$ cat config.mk
export PLATFORM = sky130hd
export DESIGN_NAME = time_of_day_counter
export DESIGN_NICKNAME = d
export VERILOG_FILES = /design/src/rtl/alarm_clock_pkg.sv /design/src/rtl/tick_edge_sync.sv /design/src/rtl/time_of_day_counter.sv
export SDC_FILE = /design/constraint.sdc
export NUM_CORES = 1
export LEC_CHECK = 0
export CAP_MARGIN = 40
export CELL_PAD_IN_SITES_DETAIL_PLACEMENT = 1
export CELL_PAD_IN_SITES_GLOBAL_PLACEMENT = 2
export CORE_ASPECT_RATIO = 1.5
export CORE_MARGIN = 4
export CORE_UTILIZATION = 29
export DETAILED_ROUTE_END_ITERATION = 12
export PLACE_DENSITY = 0.8
export SLEW_MARGIN = 40
export SYNTH_ARGS = -nofsm -noshare
export SYNTH_HDL_FRONTEND = slang
export SYNTH_SLANG_ARGS = --single-unit
$ cat constraint.sdc
create_clock -name clk -period 2.2 [get_ports clk]
set_input_delay 0.22 -clock clk [delete_from_list [all_inputs] [get_ports clk]]
set_output_delay 0.22 -clock clk [all_outputs]
set_load 0.03 [all_outputs]
$ cat src/rtl/alarm_clock_pkg.sv
// Shared types, limits and BCD helpers for the time-of-day counter.
package alarm_clock_pkg;

   typedef logic [7:0] bcd2_t;

   localparam bcd2_t HH_MAX = 8'h23;
   localparam bcd2_t MS_MAX = 8'h59;

   typedef enum logic {
      HOLD = 1'b0,
      RUN  = 1'b1
   } tod_state_t;

   // Digit-level check first, so the plain magnitude compare below is valid BCD ordering.
   function automatic logic bcd_valid(input bcd2_t v, input bcd2_t max);
      return (v[7:4] <= 4'd9) && (v[3:0] <= 4'd9) && (v <= max);
   endfunction

   function automatic bcd2_t bcd_inc(input bcd2_t v, input bcd2_t max);
      if (v == max) begin
         return 8'h00;
      end
      if (v[3:0] == 4'd9) begin
         return {v[7:4] + 4'd1, 4'd0};
      end
      return {v[7:4], v[3:0] + 4'd1};
   endfunction

endpackage

$ cat src/rtl/tick_edge_sync.sv
// Synchronizes the async 1 Hz tick into clk and emits a registered 1-cycle pulse per rising edge.
module tick_edge_sync #(
   parameter int SYNC_STAGES = 2
) (
   input  logic clk,
   input  logic reset,
   input  logic tick_in,
   output logic tick_evt
);

   logic [SYNC_STAGES-1:0] sync_q;
   logic                   hist_q;

   // History resets low so a tick already high at reset release is seen as one rise.
   always_ff @(posedge clk or posedge reset) begin
      if (reset) begin
         sync_q   <= '0;
         hist_q   <= 1'b0;
         tick_evt <= 1'b0;
      end else begin
         sync_q   <= {sync_q[SYNC_STAGES-2:0], tick_in};
         hist_q   <= sync_q[SYNC_STAGES-1];
         tick_evt <= sync_q[SYNC_STAGES-1] & ~hist_q;
      end
   end

endmodule

$ cat src/rtl/time_of_day_counter.sv
// 24-hour BCD HH:MM:SS counter driven by a synchronized 1 Hz tick, with time-set loads.
// Optional alarm compare enabled by defining ALARM_MATCH_EN.
//
//  state | meaning
//  HOLD  | time frozen, tick events discarded
//  RUN   | each tick event advances time by one second
module time_of_day_counter
   import alarm_clock_pkg::*;
#(
   parameter int SYNC_STAGES = 2
) (
   input  logic       clk,
   input  logic       reset,
   input  logic       tick_in,
   input  logic       run_en,
   input  logic       load_valid,
   output logic       load_ready,
   input  logic [7:0] load_hh,
   input  logic [7:0] load_mm,
   input  logic [7:0] load_ss,
   output logic       load_err,
   output logic [7:0] hh_bcd,
   output logic [7:0] mm_bcd,
   output logic [7:0] ss_bcd,
   output logic       sec_pulse,
`ifdef ALARM_MATCH_EN
   input  logic [7:0] alarm_hh,
   input  logic [7:0] alarm_mm,
   input  logic       alarm_arm,
   output logic       alarm_hit,
`endif
   output logic       day_wrap
);

   tod_state_t state, state_nxt;
   logic       tick_evt;
   logic       load_xfer;
   logic       load_ok;
   logic       inc_go;
   logic       wrap;
   bcd2_t      hh_nxt, mm_nxt, ss_nxt;

   tick_edge_sync #(
      .SYNC_STAGES (SYNC_STAGES)
   ) u_tick_sync (
      .clk      (clk),
      .reset    (reset),
      .tick_in  (tick_in),
      .tick_evt (tick_evt)
   );

   always_ff @(posedge clk or posedge reset) begin
      if (reset) begin
         state <= HOLD;
      end else begin
         state <= state_nxt;
      end
   end

   always_comb begin
      state_nxt = state;
      case (state)
         HOLD: if (run_en)  state_nxt = RUN;
         RUN:  if (!run_en) state_nxt = HOLD;
      endcase
   end

   // Ready drops only while a committed increment is being presented.
   assign load_ready = ~sec_pulse;
   assign load_xfer  = load_valid & load_ready;
   assign load_ok    = bcd_valid(load_hh, HH_MAX) && bcd_valid(load_mm, MS_MAX) &&
                       bcd_valid(load_ss, MS_MAX);
   assign inc_go     = tick_evt && (state == RUN) && !load_xfer;

   always_comb begin
      ss_nxt = bcd_inc(ss_bcd, MS_MAX);
      mm_nxt = mm_bcd;
      hh_nxt = hh_bcd;
      wrap   = 1'b0;
      if (ss_bcd == MS_MAX) begin
         mm_nxt = bcd_inc(mm_bcd, MS_MAX);
         if (mm_bcd == MS_MAX) begin
            hh_nxt = bcd_inc(hh_bcd, HH_MAX);
            wrap   = (hh_bcd == HH_MAX);
         end
      end
   end

`ifdef ALARM_MATCH_EN
   logic alarm_match;
   assign alarm_match = alarm_arm && ({hh_nxt, mm_nxt, ss_nxt} == {alarm_hh, alarm_mm, 8'h00});

   always_ff @(posedge clk or posedge reset) begin
      if (reset) begin
         alarm_hit <= 1'b0;
      end else begin
         alarm_hit <= inc_go & alarm_match;
      end
   end
`endif

   always_ff @(posedge clk or posedge reset) begin
      if (reset) begin
         hh_bcd    <= 8'h00;
         mm_bcd    <= 8'h00;
         ss_bcd    <= 8'h00;
         sec_pulse <= 1'b0;
         day_wrap  <= 1'b0;
         load_err  <= 1'b0;
      end else begin
         sec_pulse <= 1'b0;
         day_wrap  <= 1'b0;
         load_err  <= 1'b0;
         if (load_xfer) begin
            if (load_ok) begin
               hh_bcd <= load_hh;
               mm_bcd <= load_mm;
               ss_bcd <= load_ss;
            end else begin
               load_err <= 1'b1;
            end
         end else if (inc_go) begin
            hh_bcd    <= hh_nxt;
            mm_bcd    <= mm_nxt;
            ss_bcd    <= ss_nxt;
            sec_pulse <= 1'b1;
            day_wrap  <= wrap;
         end
      end
   end

endmodule
# Word-level counts from Yosys, hierarchy flattened
# Index checks and enable logic that the tools add are counted.
dict set report totals {
  romBits 0
  out_inout_bits 28
  latch_bits 0
  mem_count 0
  regBits 32
  ram_bits 0
}
dict set report classes {
  div_mod_pow 0
  n_reduce_logical 23
  n_eq_ne 7
  order_cmp 9
  bitwise 4
  mul 0
  n_addsub 6
  shifts 0
  n_mux 48
}
# operator n
set op_table {}
lappend op_table {{2-to-1 mux 8 bit} 24}
lappend op_table {{adder 4 x 1 -> 4 bit, second input constant} 6}
lappend op_table {{less-or-equal comparator 4 bit, second input constant} 6}
lappend op_table {{2-to-1 mux 1 bit} 24}
lappend op_table {{== test 8 x 7 -> 1 bit, second input constant} 2}
lappend op_table {{less-or-equal comparator 8 x 7 -> 1 bit, second input constant} 2}
lappend op_table {{== test 4 bit, second input constant} 3}
lappend op_table {{logical AND 1 bit} 10}
lappend op_table {{nonzero test 3 bit} 3}
lappend op_table {{== test 8 x 6 -> 1 bit, second input constant} 1}
lappend op_table {{less-or-equal comparator 8 x 6 -> 1 bit, second input constant} 1}
lappend op_table {{AND reduction 4 bit} 2}
lappend op_table {{AND reduction 3 bit} 2}
lappend op_table {{nonzero test 2 bit} 3}
lappend op_table {{AND reduction 5 bit} 1}
lappend op_table {{bitwise AND 1 bit} 2}
lappend op_table {{!= test 2 x 1 -> 1 bit, second input constant} 1}
lappend op_table {{NOT 1 bit} 2}
lappend op_table {{AND reduction 2 bit} 1}
lappend op_table {{zero test 1 bit} 1}

# Longest topological paths before layout
# Gate-level depths: netlist (run 1).
dict set report logic_depth {
  depth_word 13
  mapped_depth 8
  mapped_depth_nobuf 7
}

# Modules after synthesis
# A second synthesis (run 1) with hierarchy kept.
dict set report hier_totals {
  cells_unflattened 203
  area_unflattened_um2 1948.1
}
# mod cells_per_inst seq_area_each_um2 area_each_um2 instances
set by_module_without_submodules {}
lappend by_module_without_submodules {time_of_day_counter 197 700.7 1830.5 1}
lappend by_module_without_submodules {tick_edge_sync 6 100.1 117.6 1}

# Worst setup path before layout (run 1)
# OpenSTA, ideal clock, no wires.
dict set report synth_timing {
  kind {register -> register}
  startpoint {register hh_bcd[4]}
  endpoint {register hh_bcd[5]}
  slack_ns 0.056
  path_stages_with_launch 8
  arrival_ns 2.019
  t_required_ns 2.075
  period_less_slack_ns 2.144
  cell_sequence {dfrtp_1 -> inv_1 -> ha_1 -> or4b_4 -> o21ai_4 -> and4_4 -> o22ai_4 -> mux2_4}
}
dict set report synth_via {
  elab_chain_cells 9
  word_cells_on_any_way 14
}
# element line_no
set synth_rtl {}
lappend synth_rtl {{start: declaration} time_of_day_counter.sv:22} ;# output logic [7:0] hh_bcd,
lappend synth_rtl {{start signal: assignment} time_of_day_counter.sv:116} ;# hh_bcd <= load_hh;
lappend synth_rtl {{start signal: assignment} time_of_day_counter.sv:123} ;# hh_bcd <= hh_nxt;
lappend synth_rtl {{branches (longest 9 deep; another with adder 4 x 1 -> 4 bit)} n/a}
# Parallel ways; which one is timed is not known. The select of a mux whose other input is x is not followed.
# A chain may end at the register's enable or synchronous reset.

# Worst setup path in the final report (run 1)
dict set report layout_timing {
  startpoint {register ss_bcd[0]}
  endpoint {register hh_bcd[2]}
}
dict set report layout_via {
  elab_chain_cells 3
}
# element line_no
set layout_rtl {}
lappend layout_rtl {{start: declaration} time_of_day_counter.sv:24} ;# output logic [7:0] ss_bcd,
lappend layout_rtl {{start signal: assignment} time_of_day_counter.sv:118} ;# ss_bcd <= load_ss;
lappend layout_rtl {{start signal: assignment} time_of_day_counter.sv:125} ;# ss_bcd <= ss_nxt;
lappend layout_rtl {{== test 8 x 7 -> 1 bit} time_of_day_counter.sv:80} ;# if (ss_bcd == MS_MAX) begin
lappend layout_rtl {{nonzero test 2 bit (no source line)} n/a}
lappend layout_rtl {{AND reduction 4 bit (no source line)} n/a}
# Every way passes these cells.

==> results of run 1 <==
-- critical path: stages, from the launching register on --
cell	delay (ns)
dfrtp_1	0.44
ha_1	0.22
and3b_1	0.21
and3_4	0.20
and2_4	0.20
a21oi_2	0.28
mux2_1	0.36
-- layer usage --
layer | vias up | GRT usage [%] | routed length, microns
li1 | 854 | - | -
met1 | 865 | 17.4 | 2240
met2 | 39 | 27.1 | 3190
met3 | 5 | 2.29 | 195
met4 | 0 | 3.00 | 49
met5 | - | 0 | 0
-- flip-flops by register name, indices dropped and copies added, names as in the netlist --
| name | cells |
|---|---|
| hh_bcd | 8 |
| mm_bcd | 8 |
| ss_bcd | 8 |
| u_tick_sync.sync_q | 2 |
| day_wrap | 1 |
| load_err | 1 |
| sec_pulse | 1 |
| state | 1 |
| u_tick_sync.hist_q | 1 |
| u_tick_sync.tick_evt | 1 |
-- through the flow --
step                instances  hold WS, ns  setup slack, ns  area (sq um)  setup TNS, ns
finish                    348        0.332            0.175          2880              0
global route              348        0.362           0.0178          2880              0
CTS                       348        0.351            0.156          2880              0
detailed placement        340        0.341           -0.124          2770         -0.125
global placement          340        0.340          0.00171          2770              0
floorplan                 193        0.251           0.0564          2000              0
-- final cells by class --
cell class	instances	area share, %
clock inverter	3	1.48
multi-input combinational	142	38.3
sequential	32	27.8
inverter	13	1.70
timing repair buffer	77	25.0
clock buffer	5	2.39
tap	76	3.30
-- synth_stat cells (4+ instances only) --
| cell type | instances | share of area (%) |
|---|---|---|
| nor2_1 | 6 | 1.1 |
| mux2_1 | 9 | 5.1 |
| ha_1 | 12 | 7.5 |
| inv_1 | 13 | 2.4 |
| nand2_1 | 16 | 3.0 |
| xor2_1 | 4 | 1.8 |
| o31ai_1 | 11 | 4.1 |
| mux2i_1 | 4 | 2.0 |
| o21ai_1 | 4 | 1.0 |
| clkbuf_1 | 4 | 0.75 |
| dfrtp_1 | 32 | 40 |
| a21oi_1 | 9 | 2.3 |
| nand3_1 | 5 | 1.3 |
| xnor2_1 | 5 | 2.2 |
| and3b_1 | 4 | 1.8 |
| nor3_1 | 8 | 2.0 |
-- cells by family (layout without fill, tap and decap cells) --
kind of cell / Yosys count / in the layout / synth area share [%]
adder cells (fa/ha/maj): 12 / 12 / 7.51
flip-flops: 32 / 32 / 40.1
XOR/XNOR: 9 / 9 / 3.94
buffers and inverters: 19 / 98 / 4.76
multiplexers: 16 / 16 / 9.33
AO/OA/AOI/OAI: 46 / 46 / 17.3
AND/OR/NAND/NOR: 59 / 59 / 17.1
-- worst paths after layout --
check | to | depth (start not counted) | startpoint | slack (ns)
max in group asynchronous | load_err | 3 | reset | 1.57
min in group clk | u_tick_sync.sync_q[1] | 0 | u_tick_sync.sync_q[0] | 0.35
worst max-delay path | hh_bcd[2] | 6 | ss_bcd[0] | 0.18
worst max register to register | hh_bcd[2] | 6 | ss_bcd[0] | 0.18
worst min register to register | u_tick_sync.sync_q[1] | 0 | u_tick_sync.sync_q[0] | 0.35
worst min-delay path | mm_bcd[5] | 3 | reset | 0.33
-- timing repair --
| action | in CTS | in global routing |
|---|---|---|
| endpoints found under the hold margin | 0 | 0 |
| gates resized for setup | 0 | 1 |
| setup endpoints to repair | 0 | 1 |
-- report_power, final --
group          total, mW  switching (mW)  internal [mW]
combinational      0.564           0.301          0.263
sequential         0.729          0.0772          0.652
clock              0.560           0.225          0.335
==> flow_summary.ini, run 1 <==
[outcome]
status = completed

[routing]
vias = 1763
drt_iter0_markers = 93
vias_per_cell = 5.07
ant_nets = 0
dr.pass1.iters = 4
post_drt_wl_per_cell_microns = 16.3
remaining_drc_errors = 0
drt_wl_total_microns = 5670

[synth]
syn_inst = 193
ys.flop_type = dfrtp_1
seq_area_frac_synth_pct = 40.1
synth_edf_count = 0
synth_warnings = 0
syn_nets = 234
synth_cell_types = 53
ys_ff_latch = 32
synthArstFlopShare_pct = 100
syn_avg_cell_area_sq_um = 10.4
synth_area_sq_mm = 0.00200

[timing]
finClkSkew_ns = 0.00504
layout_min_cycle_time_ns = 2.02
finalSetupViolCount = 0
slew_viol_final = 0
clock.fmax_mhz = 494
rsz0062_at_grt = false
worstMarginPinSlew_ns = 0.426
post-route-period-util_pct = 92.0
slew_headroom_pct = 71.6
finalHoldViolCount = 0

[layout]
regArea_sq_um = 801
diodes = 0
layout_common_cells = clkdlybuf4s50_1 (56), dfrtp_1 (32), buf_4 (21)
fin_nets = 312
final_common_cell = clkdlybuf4s50_1
drive_gt1_share_pct = 16.2
area_growth_pct = 44.0
final_util_pct = 43.5
fill_cells = 761
multi_input_area_sq_mm = 0.00110

[global_routing]
grt_pass1_wl_microns = 9350
antenna_found_initial = 0
grt_pass1_vias = 1908
grt-ovfl-total = 0
grt_max_degree = 33
grt_usage_pct = 14.7

[pwr]
vdd_drop_max_mv = 0.467
leakage_nw = 1.30
power_mw = 1.85
p_per_area_mw_per_mm2 = 644

[clocking]
clk_latency_ns = 0.28
clock_path_buffers = 2
clk_pin_slew_ns = 0.07
cts_max_level = 2
ctsHoldBuffers = 0
cts_tree = built
cts_setup_buffers = 0
cts_buffers = 5
cts_root_buf = clkbuf_8
clock_sinks = 32

[critical_path]
cp-start-kind = flip-flop
critical_path_required_ns = 2.36
worst-setup-path-type = reg -> reg
path_max_fanout = 8
critical_path_arrival_ns = 2.19
cp-end-kind = flip-flop

[die]
dieWidth_microns = 75.8
pin_count = 57
start_util_pct = 30.2
coreArea_sq_mm = 0.00662
row_count = 36
die_area_sq_mm = 0.00831
die-height_microns = 110

[placed_design]
io_buffers = 56
hpwlAfterDp_microns = 4580
gp_congestion = 0.817

[min_path]
hp-class = in -> async

[flow_run]
max_cap_violations = 0
(Power assumes the default switching activity.)
==> run 2: changes to the inputs <==
CAP_MARGIN = default   (was 40)
CORE_MARGIN = default   (was 4)
==> flow_summary.ini, run 2 (synthesized netlist as in run 1, its figures left out) <==
[timing]
slew_headroom_pct = 72.1
slew_viol_final = 0
rsz0062_at_grt = false
worstMarginPinSlew_ns = 0.407
fin_setup_tns_ns = 0
finClkSkew_ns = 0.00408
post-route-period-util_pct = 91.1
finalHoldViolCount = 0
layout_min_cycle_time_ns = 2.00
finalSetupViolCount = 0
clock.fmax_mhz = 499
setup_ws_ns = 0.196

[routing]
drt_wl_total_microns = 5470
drt_iter0_markers = 35
post_drt_wl_per_cell_microns = 15.8
ant_nets = 0
remaining_drc_errors = 0
vias_per_cell = 5.04
vias = 1745
dr.pass1.iters = 4

[clocking]
cts_max_level = 2
cts_root_buf = clkbuf_8
clock_path_buffers = 2
clk_latency_ns = 0.28
cts_buffers = 5
post_cts_resized = 0
cts_setup_buffers = 0
clk_pin_slew_ns = 0.07
cts_tree = built
ctsHoldBuffers = 0
clock_sinks = 32

[critical_path]
worstPathCellList = inv_1, ha_1, or4b_4, o21ai_4, and4_4, o22ai_4, mux2_4
cp-start-kind = flip-flop
cp-end-kind = flip-flop
critPathMaxStageDelay_ns = 0.47
critical_path_arrival_ns = 2.17
critical_path_required_ns = 2.36
worst_path_max_delay_cell = or4b_4
path_max_fanout = 4
worst-setup-path-type = reg -> reg

[global_routing]
grt_pass1_vias = 1911
grt_pass1_wl_microns = 9430
antenna_found_initial = 0
grt_usage_pct = 16.1
grt-ovfl-total = 0
grt_max_degree = 33

[placed_design]
dp_cells = 338
hpwlAfterDp_microns = 4210
pre_cts_slack_ns = 0.0367
io_buffers = 56
gp_congestion = 0.758

[pwr]
p_switching_mw = 0.602
vdd_drop_max_mv = 0.399
power_mw = 1.86
p_int_mw = 1.26
p_per_area_mw_per_mm2 = 650
leakage_nw = 1.30
seq_power_share_pct = 38.7
p_comb_share_pct = 31.2
p_sw_share_pct = 32.3
clockPowerShare_pct = 30.1

[layout]
stdcell_count = 346
diodes = 0
drive_gt1_share_pct = 15.6
top_regs = hh_bcd (8), mm_bcd (8), ss_bcd (8)
layout_common_cells = clkdlybuf4s50_1 (56), dfrtp_1 (32), buf_4 (19)
area_growth_pct = 43.2
fin_nets = 310
final_common_cell = clkdlybuf4s50_1

[die]
coreArea_sq_mm = 0.00658
row_count = 36
die_area_sq_mm = 0.00723
die-height_microns = 104
dieWidth_microns = 69.8
start_util_pct = 30.4
pin_count = 57

[flow_run]
max_cap_violations = 0

[outcome]
status = completed

[min_path]
hp-class = reg -> reg
[run 2: changes by cell type in the layout (fill, tap and decap cells not counted), sizes merged]
cell and delta:
buf -2
[run 2: cell type report]
type / count / area, sq um
fill: 753 / 3710
multi-input combinational: 142 / 1100
sequential: 32 / 801
timing repair buffer: 75 / 703
tap: 76 / 95.1
clock buffer: 5 / 68.8
inverter: 13 / 48.8
clock inverter: 3 / 42.5
[run 2: path summary, 6_finish.rpt]
| path | startpoint | to | slack (ns) | depth (start not counted) |
|---|---|---|---|---|
| worst max-delay path | hh_bcd[4] | hh_bcd[5] | 0.20 | 7 |
| worst min-delay path | u_tick_sync.sync_q[0] | u_tick_sync.sync_q[1] | 0.35 | 0 |
| worst max register to register | hh_bcd[4] | hh_bcd[5] | 0.20 | 7 |
| worst min register to register | u_tick_sync.sync_q[0] | u_tick_sync.sync_q[1] | 0.35 | 0 |
| max in group asynchronous | reset | hh_bcd[1] | 1.55 | 3 |
| min in group asynchronous | reset | mm_bcd[5] | 0.36 | 3 |
[run 2: critical path, delay by kind of cell (launching register included)]
family | cells | cell delay [ns]
DFF | 1 | 0.38
and+or+nand+nor | 2 | 0.71
AOI/OAI and AO/OA | 2 | 0.25
buffers and inverters | 1 | 0.08
muxes | 1 | 0.32
adders and majority gates | 1 | 0.13
[run 2: routing by layer]
layer	vias up	GRT usage, %	wire length [microns]
met4	0	3.86	56
met2	40	29.4	3000
li1	848	-	-
met1	851	19.0	2230
met3	6	3.11	179
met5	-	0	0
[run 2: per-stage QoR]
step,util [%],hold WS [ns],instance area (sq um)
2_1_floorplan,-,0.251,2000
3_3_place_gp,41.8,0.337,2750
3_5_place_dp,41.8,0.339,2750
4_1_cts,43.5,0.357,2860
5_1_grt,43.5,0.361,2860
6_report,43.5,0.352,2860
[run 2: power by group through the flow]
stage          clock [mW]  sequential, mW  combinational (mW)
3_5_place_dp            0           0.733               0.584
3_3_place_gp            0           0.732               0.575
5_1_grt             0.603           0.734               0.631
6_report            0.560           0.721               0.580
2_1_floorplan           0           0.845               0.198
4_1_cts             0.575           0.723               0.590
==> run 3: changes to the inputs <==
RECOVER_POWER = 50   (was default)
==> flow_summary.ini, run 3 (synthesized netlist as in run 1, its figures left out) <==
[die]
dieWidth_microns = 69.8
row_count = 36
die_area_sq_mm = 0.00723
coreArea_sq_mm = 0.00658
die-height_microns = 104
pin_count = 57
start_util_pct = 30.4

[min_path]
hold_end = u_tick_sync.sync_q[1]
holdPathStages = 0
min_from = u_tick_sync.sync_q[0]
hp-class = reg -> reg

[layout]
fin_nets = 310
final_area_sq_mm = 0.00286
final_common_cell = clkdlybuf4s50_1
top_regs = hh_bcd (8), mm_bcd (8), ss_bcd (8)
layout_common_cells = clkdlybuf4s50_1 (45), dfrtp_1 (32), buf_4 (18)
diodes = 0
area_growth_pct = 43.0
drive_gt1_share_pct = 15.2

[clocking]
cts_tree = built
cts_setup_buffers = 0
cts_root_buf = clkbuf_8
cts_buffers = 5
cts_max_level = 2
clk_pin_slew_ns = 0.07
clock_sinks = 32
post_cts_resized = 0
ctsHoldBuffers = 0
clock_path_buffers = 2
clk_latency_ns = 0.28

[routing]
wl_met1_microns = 2230
wl_met3_microns = 179
vias = 1746
vias_per_cell = 5.05
drt_iter0_markers = 36
top_layer_used = met4
remaining_drc_errors = 0
wl_met2_microns = 3010
dr.pass1.iters = 4
post_drt_wl_per_cell_microns = 15.8
ant_nets = 0
drt_wl_total_microns = 5470

[critical_path]
critical_path.startpoint = hh_bcd[4]
cp-start-kind = flip-flop
reg2reg_to = hh_bcd[5]
r2r_setup_slack_ns = 0.20
critPathBufInv = 1
worstPathCellList = inv_1, ha_1, or4b_4, o21ai_4, and4_4, o22ai_4, mux2_4
r2r_start = hh_bcd[4]
cp-end-kind = flip-flop
worst_path_max_delay_cell = or4b_4
critPathMaxStageDelay_ns = 0.47
cp_top_family = simple AND/OR/NAND/NOR gates
path_max_fanout = 4
reg2regPathDepth = 7
critical_path_required_ns = 2.36
critical_path_arrival_ns = 2.17
worst-setup-path-type = reg -> reg

[pwr]
p_per_area_mw_per_mm2 = 648
leakage_nw = 1.30
vdd_drop_max_mv = 0.398

[timing]
finalHoldViolCount = 0
setup_ws_ns = 0.196
clock.fmax_mhz = 499
finalSetupViolCount = 0
worstMarginPinSlew_ns = 0.821
slew_viol_final = 0
fin_setup_tns_ns = 0
post-route-period-util_pct = 91.1
layout_min_cycle_time_ns = 2.00
rsz0062_at_grt = false
finClkSkew_ns = 0.00414
slew_headroom_pct = 45.2

[placed_design]
io_buffers = 56
dpl_cell_area_sq_mm = 0.00275
pre_cts_slack_ns = 0.0367
gp_congestion = 0.758
hpwlAfterDp_microns = 4210

[outcome]
status = completed

[global_routing]
grt-ovfl-total = 0
grt_usage_pct = 16.1
grt_max_degree = 33
antenna_found_initial = 0
grt_pass1_wl_microns = 9430
grt_pass1_vias = 1911

[flow_run]
max_cap_violations = 0
[run 3: worst max path at each step]
stage                      to  slack (ns)  cells past startpoint
floorplan           hh_bcd[5]        0.06                      7
finish              hh_bcd[5]        0.20                      7
CTS                 mm_bcd[7]        0.16                      7
global placement    ss_bcd[5]        0.03                      7
detailed placement  mm_bcd[6]        0.04                      7
global route        mm_bcd[7]        0.11                      7
[run 3: layer usage]
metal	up-vias	track usage, %
li1	848	-
met1	852	19.0
met2	40	29.4
met3	6	3.11
met4	0	3.86
met5	-	0
[run 3: cell type report]
class	instances	area [sq um]
fillers	755	3720
multi-input cells	142	1100
flip-flops and latches	32	801
repair buffers	75	701
well taps	76	95.1
clock buffers	5	68.8
inverters	13	48.8
clock inverters	3	42.5
[run 3: metrics by stage]
stage                     power (mW)  std cells  hold WS [ns]  utilization, %
after floorplan                 1.04        193         0.251               -
after global placement          1.31        338         0.337            41.8
after detailed placement        1.32        338         0.339            41.8
after CTS                       1.89        346         0.357            43.5
after global routing            1.96        346         0.364            43.4
final                           1.85        346         0.352            43.4
[run 3: report_power, final]
part / internal [mW] / switching [mW]
logic: 0.262 / 0.308
clock network: 0.335 / 0.225
registers: 0.652 / 0.0678
total: 1.25 / 0.601
[run 3: worst register-to-register path: stages, from the launching register on]
cell	delay, ns
dfrtp_1	0.38
inv_1	0.08
ha_1	0.13
or4b_4	0.47
o21ai_4	0.15
and4_4	0.25
o22ai_4	0.10
mux2_4	0.33
